### config.mk
export PLATFORM = sky130hd
export DESIGN_NAME = mem_port_arbiter
export DESIGN_NICKNAME = d
export VERILOG_FILES = /design/src/rtl/mem_port_arbiter.sv
export SDC_FILE = /design/constraint.sdc
export NUM_CORES = 1
export LEC_CHECK = 0
export ABC_AREA = 1
export BUFFER_PORTS_ARGS = -buffer_cell sky130_fd_sc_hd__buf_4
export CORE_AREA = 5 5 185 187
export CTS_BUF_LIST = sky130_fd_sc_hd__clkbuf_4
export DETAILED_ROUTE_END_ITERATION = 8
export DIE_AREA = 0 0 190 192
export PLACE_DENSITY = 0.48
export SETUP_SLACK_MARGIN = 0.5
export SLEW_MARGIN = 20
export SYNTH_ARGS = -nofsm -noshare
export SYNTH_HDL_FRONTEND = slang
export SYNTH_SLANG_ARGS = --single-unit
### constraint.sdc
create_clock -name clk -period 7.6 [get_ports clk]
set_input_delay 0.76 -clock clk [delete_from_list [all_inputs] [get_ports clk]]
set_output_delay 0.76 -clock clk [all_outputs]
set_load 0.02 [all_outputs]
### src/rtl/mem_port_arbiter.sv
// Shares the data-memory port: scalar MEM stage (same-cycle access) vs vector lane bursts.
// Round-robin in IDLE; a burst holds the port LANES cycles plus an ACK cycle that favours scalar.
module mem_port_arbiter #(
   parameter int LANES = 4
) (
   input  logic               clk,
   input  logic               rst,
   input  logic               s_req,
   input  logic               s_we,
   input  logic [31:0]        s_addr,
   input  logic [31:0]        s_wdata,
   output logic [31:0]        s_rdata,
   output logic               stall_m,
   input  logic               v_req,
   input  logic               v_we,
   input  logic [31:0]        v_base,
   input  logic [LANES*32-1:0] v_wdata,
   output logic [LANES*32-1:0] v_rdata,
   output logic               v_ack,
   output logic               mem_we,
   output logic [31:0]        mem_addr,
   output logic [31:0]        mem_wdata,
   input  logic [31:0]        mem_rdata
);
   localparam int CW = $clog2(LANES) + 1;
   localparam logic [CW-1:0] LAST_LANE = CW'(LANES - 1);

   typedef enum logic [1:0] {IDLE, BURST, ACK} state_t;

   state_t        state;
   logic [CW-1:0] lane_cnt;
   logic          last_vec;
   logic          s_gnt;
   logic          v_gnt;
   logic [CW-1:0] lane;
   logic [31:0]   lane_wdata;

   // Nothing is granted while reset is held, so a stalled scalar stays frozen.
   always_comb begin
      s_gnt = 1'b0;
      v_gnt = 1'b0;
      lane  = '0;
      if (!rst) begin
         case (state)
            IDLE: begin
               if (v_req && (!s_req || !last_vec))
                  v_gnt = 1'b1;
               else if (s_req)
                  s_gnt = 1'b1;
            end
            BURST: begin
               v_gnt = 1'b1;
               lane  = lane_cnt;
            end
            ACK:     s_gnt = s_req;
            default: ;
         endcase
      end
   end

   always_comb begin
      lane_wdata = '0;
      for (int i = 0; i < LANES; i++)
         if (lane == CW'(i))
            lane_wdata = v_wdata[32*i +: 32];
   end

   always_comb begin
      mem_we    = 1'b0;
      mem_addr  = '0;
      mem_wdata = '0;
      s_rdata   = '0;
      if (v_gnt) begin
         mem_we    = v_we;
         mem_addr  = v_base + 32'({lane, 2'b00});
         mem_wdata = lane_wdata;
      end else if (s_gnt) begin
         mem_we    = s_we;
         mem_addr  = s_addr;
         mem_wdata = s_wdata;
         s_rdata   = mem_rdata;
      end
   end

   assign stall_m = s_req && !s_gnt;

   always_ff @(posedge clk or posedge rst) begin
      if (rst) begin
         state    <= IDLE;
         lane_cnt <= '0;
         last_vec <= 1'b0;
         v_rdata  <= '0;
         v_ack    <= 1'b0;
      end else begin
         v_ack <= 1'b0;
         if (s_gnt)
            last_vec <= 1'b0;
         for (int i = 0; i < LANES; i++)
            if (v_gnt && !v_we && lane == CW'(i))
               v_rdata[32*i +: 32] <= mem_rdata;
         case (state)
            IDLE: begin
               if (v_gnt) begin
                  last_vec <= 1'b1;
                  lane_cnt <= CW'(1);
                  if (LANES == 1) begin
                     state <= ACK;
                     v_ack <= 1'b1;
                  end else begin
                     state <= BURST;
                  end
               end
            end
            BURST: begin
               lane_cnt <= lane_cnt + CW'(1);
               if (lane_cnt == LAST_LANE) begin
                  state <= ACK;
                  v_ack <= 1'b1;
               end
            end
            ACK:     state <= IDLE;
            default: state <= IDLE;
         endcase
      end
   end
endmodule
### After elaboration in Yosys (flattened, before gate mapping)

Cells that the tools add are included.

| word-level totals | value |
|---|---|
| output and inout port bits | 227 |
| register bits | 135 |
| input bits | 262 |
| word-level logic and storage cells | 66 |

| operators by class | value |
|---|---|
| mux-type cells | 31 |
| reduce and logical (&&, ||, !) cells | 17 |
| add/sub/neg operators | 2 |
| equal/unequal tests | 8 |

Operators with widths:

| operator | number |
|---|---|
| 32-bit 2-to-1 mux | 10 |
| 32-bit by 5-bit adder with 32-bit output | 1 |
| 1-bit 2-to-1 mux | 12 |
| 3-bit by 2-bit == test with 1-bit output, second input constant | 3 |
| 3-bit 2-to-1 mux | 3 |
| 1-bit logical AND | 7 |
| 3-bit case mux with 2 select lines | 1 |
| 1-bit zero test | 4 |
| 2-bit 2-to-1 mux | 2 |
| 2-bit inequality test, second input constant | 2 |
| 1-bit case mux with 2 select lines | 2 |
| 2-bit case mux with 2 select lines | 1 |
| 2-bit AND reduction | 2 |
| 3-bit by 1-bit adder with 3-bit output, second input constant | 1 |
| 3-bit by 1-bit == test with 1-bit output, second input constant | 1 |
| 3-bit zero test | 1 |
| 2-bit by 1-bit == test with 1-bit output, second input constant | 1 |
| 2-bit == test, second input constant | 1 |
| 2-bit zero test | 1 |
| 2-bit nonzero test | 1 |
| 1-bit logical OR | 1 |

### Depth between registers and ports, before layout

Gate-level depths: netlist of the first run.

| logic depth | value |
|---|---|
| word-level depth | 9 |
| depth in mapped cells | 17 |

### Worst setup path after synthesis of the first run

Ideal clock, no wire load.

| timing | value |
|---|---|
| path type | input to output |
| start | input rst |
| end | output mem_addr[10] |
| setup slack | 1215 ps |
| required time | 6840 ps |
| arrival time | 5625 ps |
| cell stages on the path | 12 |
| path through | inv_1 nand2_1 inv_2 ha_1 ha_1 inv_1 nand2_1 nand3_1 nand2_1 buf_2 a21oi_1 o21ai_0 |

| between the ends | value |
|---|---|
| word-level cells in the longest chain between the ends | 3 |

Ends and longest elaborated chain:

| element | line | source |
|---|---|---|
| from (decl) | 7 | `input logic rst,` |
| 3-bit 2-to-1 mux / 1-bit 2-to-1 mux (equally long branches) | 43 | `if (!rst) begin` |
| 32-bit by 5-bit adder with 32-bit output / 32-bit 2-to-1 mux (equally long branches) | 75, 77 |  |
| 32-bit 2-to-1 mux * | 73 | `if (v_gnt) begin` |
| to (decl) | 21 | `output logic [31:0] mem_addr,` |

Mark *: on every way between the ends. The rest lies on a longest branch, timed or not.

### Worst setup path after layout of the first run

| timing | value |
|---|---|
| start | input rst |
| end | output mem_addr[20] |

Same word-level chain as after synthesis.

==> results_dict.tcl, run 1 <==
set metrics [dict create \
    rsz0062_at_grt "no" \
    dieArea_sq_um 36480 \
    vias 8746 \
    cp_max_fo 67 \
    postSynthCellCount 1051 \
    hpwl_microns 27720 \
    wirelength_microns 35320 \
    fmax_ghz 0.2389 \
    initialDrtViolationCount 437 \
    drtPass1Iterations 7 \
    vias_per_cell 4.453 \
    die_height_microns 192 \
    groute.usage.overall 0.1847 \
    status "completed" \
    synth_xor_area_frac 0.01623 \
    clockBufferDepth 2 \
    ir_worst_vdd_mv 0.09626 \
    io_buffers 488 \
    fin_setup_tns_ns 0 \
    initial_core_util 0.2340 \
    drv_slew 0 \
    detail-route-antenna-nets 0 \
    syn-num-nets 1318 \
    fin_crit_ns 4.186 \
    tritoncts "yes" \
    synthTopCellsByCount "nand2_1 (384), o21ai_1 (141), dfrtp_1 (135), inv_1 (88), nor2_1 (64)" \
    r2r_start "state[1]$_DFFE_PP0P_" \
    final_cells 1964 \
    r2r_end "v_rdata[60]$_DFFE_PP0P_" \
    syn-cell-area_sq_um 7556 \
    maxCapViolations 0 \
    clkTransAtPathRegs_ns 0.11 \
    power_density_nw_per_um2 328.2 \
    finalHoldViolations 0 \
    fillers 3545 \
    async_flop_share 1.000 \
    r2r_cells 9 \
    finalCritPeriodShare 0.5508 \
    total_leakage_power_nw 6.366 \
    yosysMostFrequentCell "nand2_1" \
    slew_headroom 0.3908 \
    yosysTopAreaCellShare 0.4471 \
    synth-edff-count 0 \
    dp_cells 1933 \
    muxShareOfSynthArea 0 \
    required_ns 6.84 \
    synthToLayoutAreaGrowth_pct 56.80 \
    wl_per_cell_microns 17.98 \
    die_x_microns 190 \
    synthAdderAreaFrac 0.008280 \
    root_buffer "clkbuf_4" \
    overflow 0 \
    synthDistinctLibCells 35 \
    core_sq_um 32290 \
    grt_pass1_vias 8870 \
    h-tree-depth 4 \
    postSynthAreaPerCell_sq_um 7.189 \
    synth_compound_area_frac 0.1618 \
    cts_sinks 135 \
    cp.arrival_ns 3.43 \
    hold_path.class "input pin to asynchronous set/reset pin" \
    crit_path_start_kind "input pin" \
    gp_congestion 0.8978 \
    ios 489 \
    skew_ns 0.01567 \
    ys_seq_elements 135 \
    synth_top_family_by_area "simple AND/OR/NAND/NOR gates" \
    setup_violations 0 \
    cts_buffers 17 \
    synth-simple-area-share 0.2868 \
    antenna_found_initial 1 \
    yosysWarnings 0 \
    yosys_most_used_dff "dfrtp_1" \
    clock_latency_ns 0.52 \
    cts_resized 0 \
    drcViolationCount 0 \
    synthTopCellsByArea "dfrtp_1 (45%), nand2_1 (19%), o21ai_1 (9.3%)" \
    finalNetCount 1777 \
    path_class "input pin to primary output" \
    row_count 66 \
    cp-end-kind "primary output" \
    synth_seq_area_share 0.4471 \
    grt_pass1_wl_microns 52580 \
    cts_hold_buf 0 \
    cts_setup_buffers 0 \
    drive_above_1_share 0.3570 \
    r2r_setup_slack_ns 4.58 \
    grt_max_degree 72 \
    worst_pin_slew_ns 0.9054 \
    synth.largest_area_cell "dfrtp_1" \
]
[cell type report]
type,instances,area [sq um],area share
inverter,95,361.6,0.03052
multi-input combinational,769,3582,0.3024
sequential,135,3378,0.2851
antenna,1,2.502,0.0002112
timing repair buffer,492,3694,0.3118
tap,442,553.0,0.04668
clock inverter,11,133.9,0.01130
clock buffer,19,142.6,0.01204
[state kept, by name, indices dropped and copies added, names as in the netlist]
register and flops:
lane_cnt 3, last_vec 1, state 2, v_ack 1, v_rdata 128
[cell usage in the layout, fill, tap and decap left out, types with 2 or more instances in the layout]
master     instances
clkinv_1           2
nand4_1           27
nor3_1             8
bufinv_16          3
inv_1             86
a21oi_1           19
xnor2_1           10
nand2_1          384
a22o_1             4
nor2_1            64
nand3_1           24
a21boi_0           2
nor4_1             2
o21ai_1          141
nand3b_1           3
ha_1               5
o221ai_1          16
nand2_4            4
nand2_2            4
clkinv_2           4
clkbuf_4          19
dfrtp_1          135
o21ai_0           37
buf_4            492
inv_2              8
xor2_1             4
o22ai_1            2
[critical path, cell delays in order]
cell and delay [ns]:
buf_4 0.14, inv_6 0.44, nand2_1 0.22, nor2_1 0.22, ha_1 0.24, nand3_1 0.11
o21ai_0 0.60, nand2_1 0.15, xnor2_1 0.23, nand2_1 0.08, nand2_1 0.09, buf_4 0.14
[how the worst max path moves through the flow]
stage	from	endpoint	slack, ns
2_1_floorplan	rst	mem_addr[10]	1.22
3_3_place_gp	rst	mem_addr[15]	3.33
3_5_place_dp	rst	mem_addr[11]	3.35
4_1_cts	rst	mem_addr[11]	3.34
5_1_grt	rst	mem_addr[11]	3.08
6_report	rst	mem_addr[20]	3.41
[routing by layer]
| layer | GRT usage | vias up | routed length, microns |
|---|---|---|---|
| met3 | 0.05689 | 38 | 3037 |
| met5 | 0 | - | 0 |
| li1 | - | 4346 | - |
| met2 | 0.3211 | 379 | 17230 |
| met4 | 0.04730 | 0 | 692 |
| met1 | 0.2229 | 3983 | 14360 |
[through the flow]
stage | cell area, sq um | util | power [mW] | hold WS [ns] | setup slack [ns]
after global routing | 11850 | 0.3669 | 4.180 | 0.3398 | 3.085
final | 11850 | 0.3669 | 3.888 | 0.3373 | 3.414
after floorplan | 7556 | - | 2.383 | 0.4529 | 1.215
after global placement | 11570 | 0.3583 | 3.450 | 0.4726 | 3.334
after CTS | 11850 | 0.3669 | 3.954 | 0.2929 | 3.338
after detailed placement | 11570 | 0.3583 | 3.462 | 0.4793 | 3.347
[cell families after synthesis]
logic type,count (synthesis)
AOI/OAI and AO/OA,225
adders and majority gates,5
DFF,135
and+or+nand+nor,525
xor gates and xnor gates,14
buffers and inverters,147
[power breakdown]
group / switching, mW / internal, mW
sequential: 0.168 / 1.01
combinational: 1.36 / 0.875
clock: 0.248 / 0.228
(Power assumes the default switching activity.)
==> run 2: changes to the inputs <==
--- a/config.mk
+++ b/config.mk
@@ -11,7 +11,7 @@
 export CTS_BUF_LIST = sky130_fd_sc_hd__clkbuf_4
 export DETAILED_ROUTE_END_ITERATION = 8
 export DIE_AREA = 0 0 190 192
-export PLACE_DENSITY = 0.48
+export PLACE_DENSITY = 0.49
 export SETUP_SLACK_MARGIN = 0.5
 export SLEW_MARGIN = 20
 export SYNTH_ARGS = -nofsm -noshare
==> constraint.sdc (replaced) <==
create_clock -name clk -period 3.5 [get_ports clk]
set_input_delay 0.35 -clock clk [delete_from_list [all_inputs] [get_ports clk]]
set_output_delay 0.35 -clock clk [all_outputs]
set_load 0.02 [all_outputs]
==> run 2 against run 1 <==
- worst setup slack worse by 3.0 ns
- non-clock buffer count rose by 37
- sequential power up 120%
- cell count increased by 2.1%
- global-route usage rose by 0.65 points
- critical path depth grew 4
- clock skew rose by 0.0035 ns
==> results_dict.tcl, run 2 (same netlist as run 1, synthesis figures left out) <==
set metrics [dict create \
    grt_pass1_vias 9203 \
    gp_congestion 0.9806 \
    fmax_ghz 0.3233 \
    finalNetCount 1816 \
    final_common_cell "buf_4" \
    power_mw 9.142 \
    worst_pin_slew_ns 1.172 \
    cp.arrival_ns 2.74 \
    drcViolationCount 0 \
    synthToLayoutAreaGrowth_pct 72.11 \
    critical_path.cell_chain "inv_2 > nand2_8 > nor2_4 > nand2_4 > inv_4 > ha_4 > nand2_1 > nand3b_1 > buf_4 > a21oi_4 > buf_4 > nand4_1 > nand2_1 > nand2_1 > nand2_2 > buf_4" \
    rsz0062_at_grt "yes" \
    clkTransAtPathRegs_ns 0.13 \
    finalHoldViolations 0 \
    fillers 3463 \
    cts_buffers 17 \
    grt_max_degree 75 \
    maxCapViolations 0 \
    cts_sinks 135 \
    die_height_microns 192 \
    overflow 0 \
    utilization 0.4028 \
    ios 489 \
    fin_setup_tns_ns 0 \
    fin_crit_ns 3.094 \
    path_class "flip-flop to primary output" \
    final_cell_mix "buf_4 (497), nand2_1 (342), dfrtp_1 (135)" \
    required_ns 3.15 \
    row_count 66 \
    critPathMaxStageDelay_ns 0.43 \
    wl_per_cell_microns 18.39 \
    detail-route-antenna-nets 0 \
    dieArea_sq_um 36480 \
    reg_top3 "v_rdata x128, lane_cnt x3, state x2" \
    drtPass1Iterations 5 \
    wirelength_microns 36870 \
    cp-end-kind "primary output" \
    hpwl_microns 28830 \
    initial_core_util 0.2340 \
    cp_max_fo 3 \
    tritoncts "yes" \
    h-tree-depth 4 \
    io_buffers 488 \
    vias 9021 \
    initialDrtViolationCount 474 \
    ir_worst_vdd_mv 0.2423 \
    groute.usage.overall 0.1912 \
    status "completed" \
    crit_path_start_kind "flip-flop" \
    r2r_cells 10 \
    clock_latency_ns 0.52 \
    die_x_microns 190 \
    hold_path.class "input pin to flip-flop" \
    antenna_found_initial 1 \
    total_leakage_power_nw 6.780 \
    largest-register "v_rdata" \
    skew_ns 0.01920 \
    crit_slowest_cell "dfrtp_1" \
    drive_above_1_share 0.4494 \
    clockBufferDepth 2 \
    min_path_cells 3 \
    power_density_nw_per_um2 702.9 \
    cts_hold_buf 0 \
    setup_violations 0 \
    root_buffer "clkbuf_4" \
    largest_reg_flops 128 \
    grt_pass1_wl_microns 54120 \
    drv_slew 0 \
    core_sq_um 32290 \
    finalCritPeriodShare 0.8839 \
    slew_headroom 0.2117 \
    vias_per_cell 4.499 \
]
[run 2: metal layers]
metal	routed length [microns]	track usage	vias to the layer above
met5	0	0	-
met4	690	0.04786	0
met3	2956	0.05471	32
met2	18150	0.3276	362
met1	15070	0.2378	4208
li1	-	-	4419
[run 2: final cells by class]
cell class / instances / area, sq um / area share
clock inverters: 12 / 143.9 / 0.01106
diodes: 1 / 2.502 / 0.0001924
inverters: 95 / 406.6 / 0.03127
well taps: 442 / 553.0 / 0.04252
clock buffers: 20 / 150.1 / 0.01155
flip-flops and latches: 135 / 3378 / 0.2598
repair buffers: 529 / 4118 / 0.3166
multi-input cells: 771 / 4253 / 0.3270
[run 2: critical path: cells and delay by family, from the launching register on]
kind | cells | cell delay, ns
adder cells (fa/ha/maj) | 1 | 0.14
AO/OA/AOI/OAI | 1 | 0.14
buffers and inverters | 5 | 0.67
flip-flops | 1 | 0.43
AND/OR/NAND/NOR | 9 | 0.86
[run 2: path summary, 6_finish.rpt]
check,startpoint,end,slack [ns]
setup / recovery,state[1]$_DFFE_PP0P_,mem_addr[27],0.41
setup reg to reg,state[1]$_DFFE_PP0P_,v_rdata[55]$_DFFE_PP0P_,0.96
max in group asynchronous,rst,v_rdata[71]$_DFFE_PP0P_,1.83
hold / removal,mem_rdata[24],v_rdata[56]$_DFFE_PP0P_,0.14
hold reg to reg,v_rdata[74]$_DFFE_PP0P_,v_rdata[74]$_DFFE_PP0P_,0.50
min in group asynchronous,rst,lane_cnt[2]$_DFFE_PP0P_,0.21
[run 2: repair_timing]
action / in CTS / in global routing
gates cloned: 2 / 0
gates resized for setup: 45 / 75
pin swaps: 19 / 48
setup endpoints to repair: 60 / 48
setup buffers: 15 / 16
[run 2: metrics by stage]
| step | setup slack [ns] | hold slack, ns | instances | cell area [sq um] |
|---|---|---|---|---|
| 2_1_floorplan | -0.7732 | 0.4529 | 1051 | 7976 |
| 3_3_place_gp | 0.6598 | 0.4735 | 1939 | 11910 |
| 3_5_place_dp | 0.6571 | 0.4786 | 1939 | 11910 |
| 4_1_cts | 0.3719 | 0.06945 | 1988 | 12540 |
| 5_1_grt | 0.2352 | 0.07362 | 2005 | 13010 |
| 6_report | 0.4064 | 0.1393 | 2005 | 13010 |
[run 2: report_power, final]
group	leakage (nW)	total, mW	internal, mW	switching (mW)
combinational	4.87	5.53	2.27	3.26
clock	0.157	1.06	0.463	0.599
sequential	1.75	2.55	2.19	0.358
==> run 3: changes to the inputs <==
--- a/config.mk
+++ b/config.mk
@@ -7,11 +7,11 @@
 export LEC_CHECK = 0
 export ABC_AREA = 1
 export BUFFER_PORTS_ARGS = -buffer_cell sky130_fd_sc_hd__buf_4
-export CORE_AREA = 5 5 185 187
+export CORE_AREA = 2 2 193 195
 export CTS_BUF_LIST = sky130_fd_sc_hd__clkbuf_4
 export DETAILED_ROUTE_END_ITERATION = 8
-export DIE_AREA = 0 0 190 192
-export PLACE_DENSITY = 0.49
+export DIE_AREA = 0 0 195 197
+export PLACE_DENSITY = 0.45
 export SETUP_SLACK_MARGIN = 0.5
 export SLEW_MARGIN = 20
 export SYNTH_ARGS = -nofsm -noshare
==> run 3 against run 2 <==
- combinational power is 3% lower
- critical endpoint is now mem_addr[28]
- cell count rose by 0.80%
- sequential power barely moved
- total power decreased by 2.1%
- design area down 1.8%
- first-iteration DRC count decreased by 19%
- global-route usage fell by 1.2 points
- die area increased by 5.3%
- critical path depth unchanged
- non-clock buffer count shrank 10
- clock power barely moved
- highest routed layer unchanged
==> results_dict.tcl, run 3 (same netlist as run 1, synthesis figures left out) <==
set metrics [dict create \
    grt_pass1_vias 8766 \
    tritoncts "yes" \
    initial_core_util 0.2084 \
    die_x_microns 195 \
    drv_slew 0 \
    maxCapViolations 0 \
    setup_violations 0 \
    reg_top3 "v_rdata x128, lane_cnt x3, state x2" \
    cp_max_fo 4 \
    wl_per_cell_microns 17.72 \
    utilization 0.3522 \
    row_count 70 \
    largest_reg_flops 128 \
    final_common_cell "buf_4" \
    crit_path_start_kind "flip-flop" \
    gp_congestion 0.8472 \
    largest-register "v_rdata" \
    groute.usage.overall 0.1792 \
    final_cell_mix "buf_4 (504), nand2_1 (346), dfrtp_1 (135)" \
    synthToLayoutAreaGrowth_pct 69.03 \
    cts_buffers 17 \
    hpwl_microns 26860 \
    status "completed" \
    cts_sinks 135 \
    fin_crit_ns 2.985 \
    io_buffers 488 \
    finalHoldViolations 0 \
    grt_max_degree 74 \
    antenna_found_initial 1 \
    rsz0062_at_grt "yes" \
    fmax_ghz 0.3350 \
    worst_pin_slew_ns 1.047 \
    fin_setup_tns_ns 0 \
    drtPass1Iterations 6 \
    path_class "flip-flop to primary output" \
    slew_headroom 0.2955 \
    ios 489 \
    cp-end-kind "primary output" \
    h-tree-depth 4 \
    core_sq_um 36260 \
    wirelength_microns 35810 \
    finalCritPeriodShare 0.8528 \
    hold_path.class "input pin to flip-flop" \
    cp.arrival_ns 2.63 \
    holdWs_ns 0.1269 \
    clockBufferDepth 2 \
    initialDrtViolationCount 385 \
    drcViolationCount 0 \
    detail-route-antenna-nets 0 \
    clock_latency_ns 0.54 \
    finalNetCount 1806 \
    power_density_nw_per_um2 700.7 \
    drive_above_1_share 0.4369 \
    vias 8947 \
    clkTransAtPathRegs_ns 0.13 \
    dieArea_sq_um 38420 \
    skew_ns 0.01712 \
    overflow 0 \
    grt_pass1_wl_microns 53090 \
    ir_worst_vdd_mv 0.2613 \
    root_buffer "clkbuf_4" \
    required_ns 3.15 \
    die_height_microns 197 \
    total_leakage_power_nw 6.672 \
    vias_per_cell 4.427 \
]
==> run 3: cell types whose count changed in the layout (fill, tap and decap cells not counted), sizes merged <==
cell,delta
buf,-11
clkinvlp,+2
clkbuf,-1
nand2,+1
o21ai,-1
==> run 3: path summary, 6_finish.rpt <==
path | from | end | slack, ns | cells after the start
max | state[0]$_DFFE_PP0P_ | mem_addr[28] | 0.52 | 16
min reg2reg | v_rdata[90]$_DFFE_PP0P_ | v_rdata[90]$_DFFE_PP0P_ | 0.50 | 2
max reg2reg | state[1]$_DFFE_PP0P_ | v_rdata[100]$_DFFE_PP0P_ | 0.86 | 12
min in group asynchronous | rst | state[0]$_DFFE_PP0P_ | 0.19 | 3
max in group asynchronous | rst | v_rdata[70]$_DFFE_PP0P_ | 1.80 | 4
min | mem_rdata[29] | v_rdata[29]$_DFFE_PP0P_ | 0.13 | 3
==> run 3: area by class of cell <==
type | count | area [sq um]
Sequential cell | 135 | 3378
Clock buffer | 18 | 135.1
Fill cell | 3981 | 23490
Clock inverter | 14 | 150.1
Antenna cell | 1 | 2.502
Tap cell | 468 | 585.6
Multi-Input combinational cell | 771 | 4140
Inverter | 95 | 387.9
Timing Repair Buffer | 519 | 3993
==> run 3: through the flow <==
stage	setup slack (ns)	instance area, sq um	std cells	power [mW]
final	0.5152	12770	2021	8.949
after global routing	0.3235	12770	2021	9.605
after detailed placement	0.5152	11940	1963	7.690
after CTS	0.4219	12540	2010	8.954
after global placement	0.5404	11940	1963	7.663
after floorplan	-0.7732	7976	1051	5.412
==> run 3: per-layer routing <==
layer / up-vias / wire [microns] / track usage
met2: 349 / 17580 / 0.3070
met5: - / 0 / 0
met4: 0 / 752 / 0.05230
met3: 45 / 2555 / 0.05031
li1: 4409 / - / -
met1: 4144 / 14920 / 0.2193
==> run 3: critical path: stages (launching register included) <==
cell and delay (ns):
dfrtp_1 0.43, inv_2 0.06, nor2_4 0.16, nand2_1 0.13, nand2_1 0.11, nand2_1 0.05
inv_1 0.09, ha_4 0.13, inv_2 0.04, nand2_4 0.09, nand2_1 0.07, o21ai_2 0.10
nand3_2 0.14, xnor2_2 0.20, nand2_2 0.10, nand2_2 0.06, buf_4 0.13
==> run 3: repair_timing <==
item	CTS	global route
hold buffers	0	0
buffers inserted	14	8
pin swaps	27	22
gates resized for setup	46	29
cloned	1	2
setup endpoints to repair	59	60
==> run 3: power breakdown <==
group,switching (mW),total [mW],internal [mW]
clock network,0.611,1.05,0.435
registers,0.353,2.55,2.19
logic,3.17,5.36,2.18
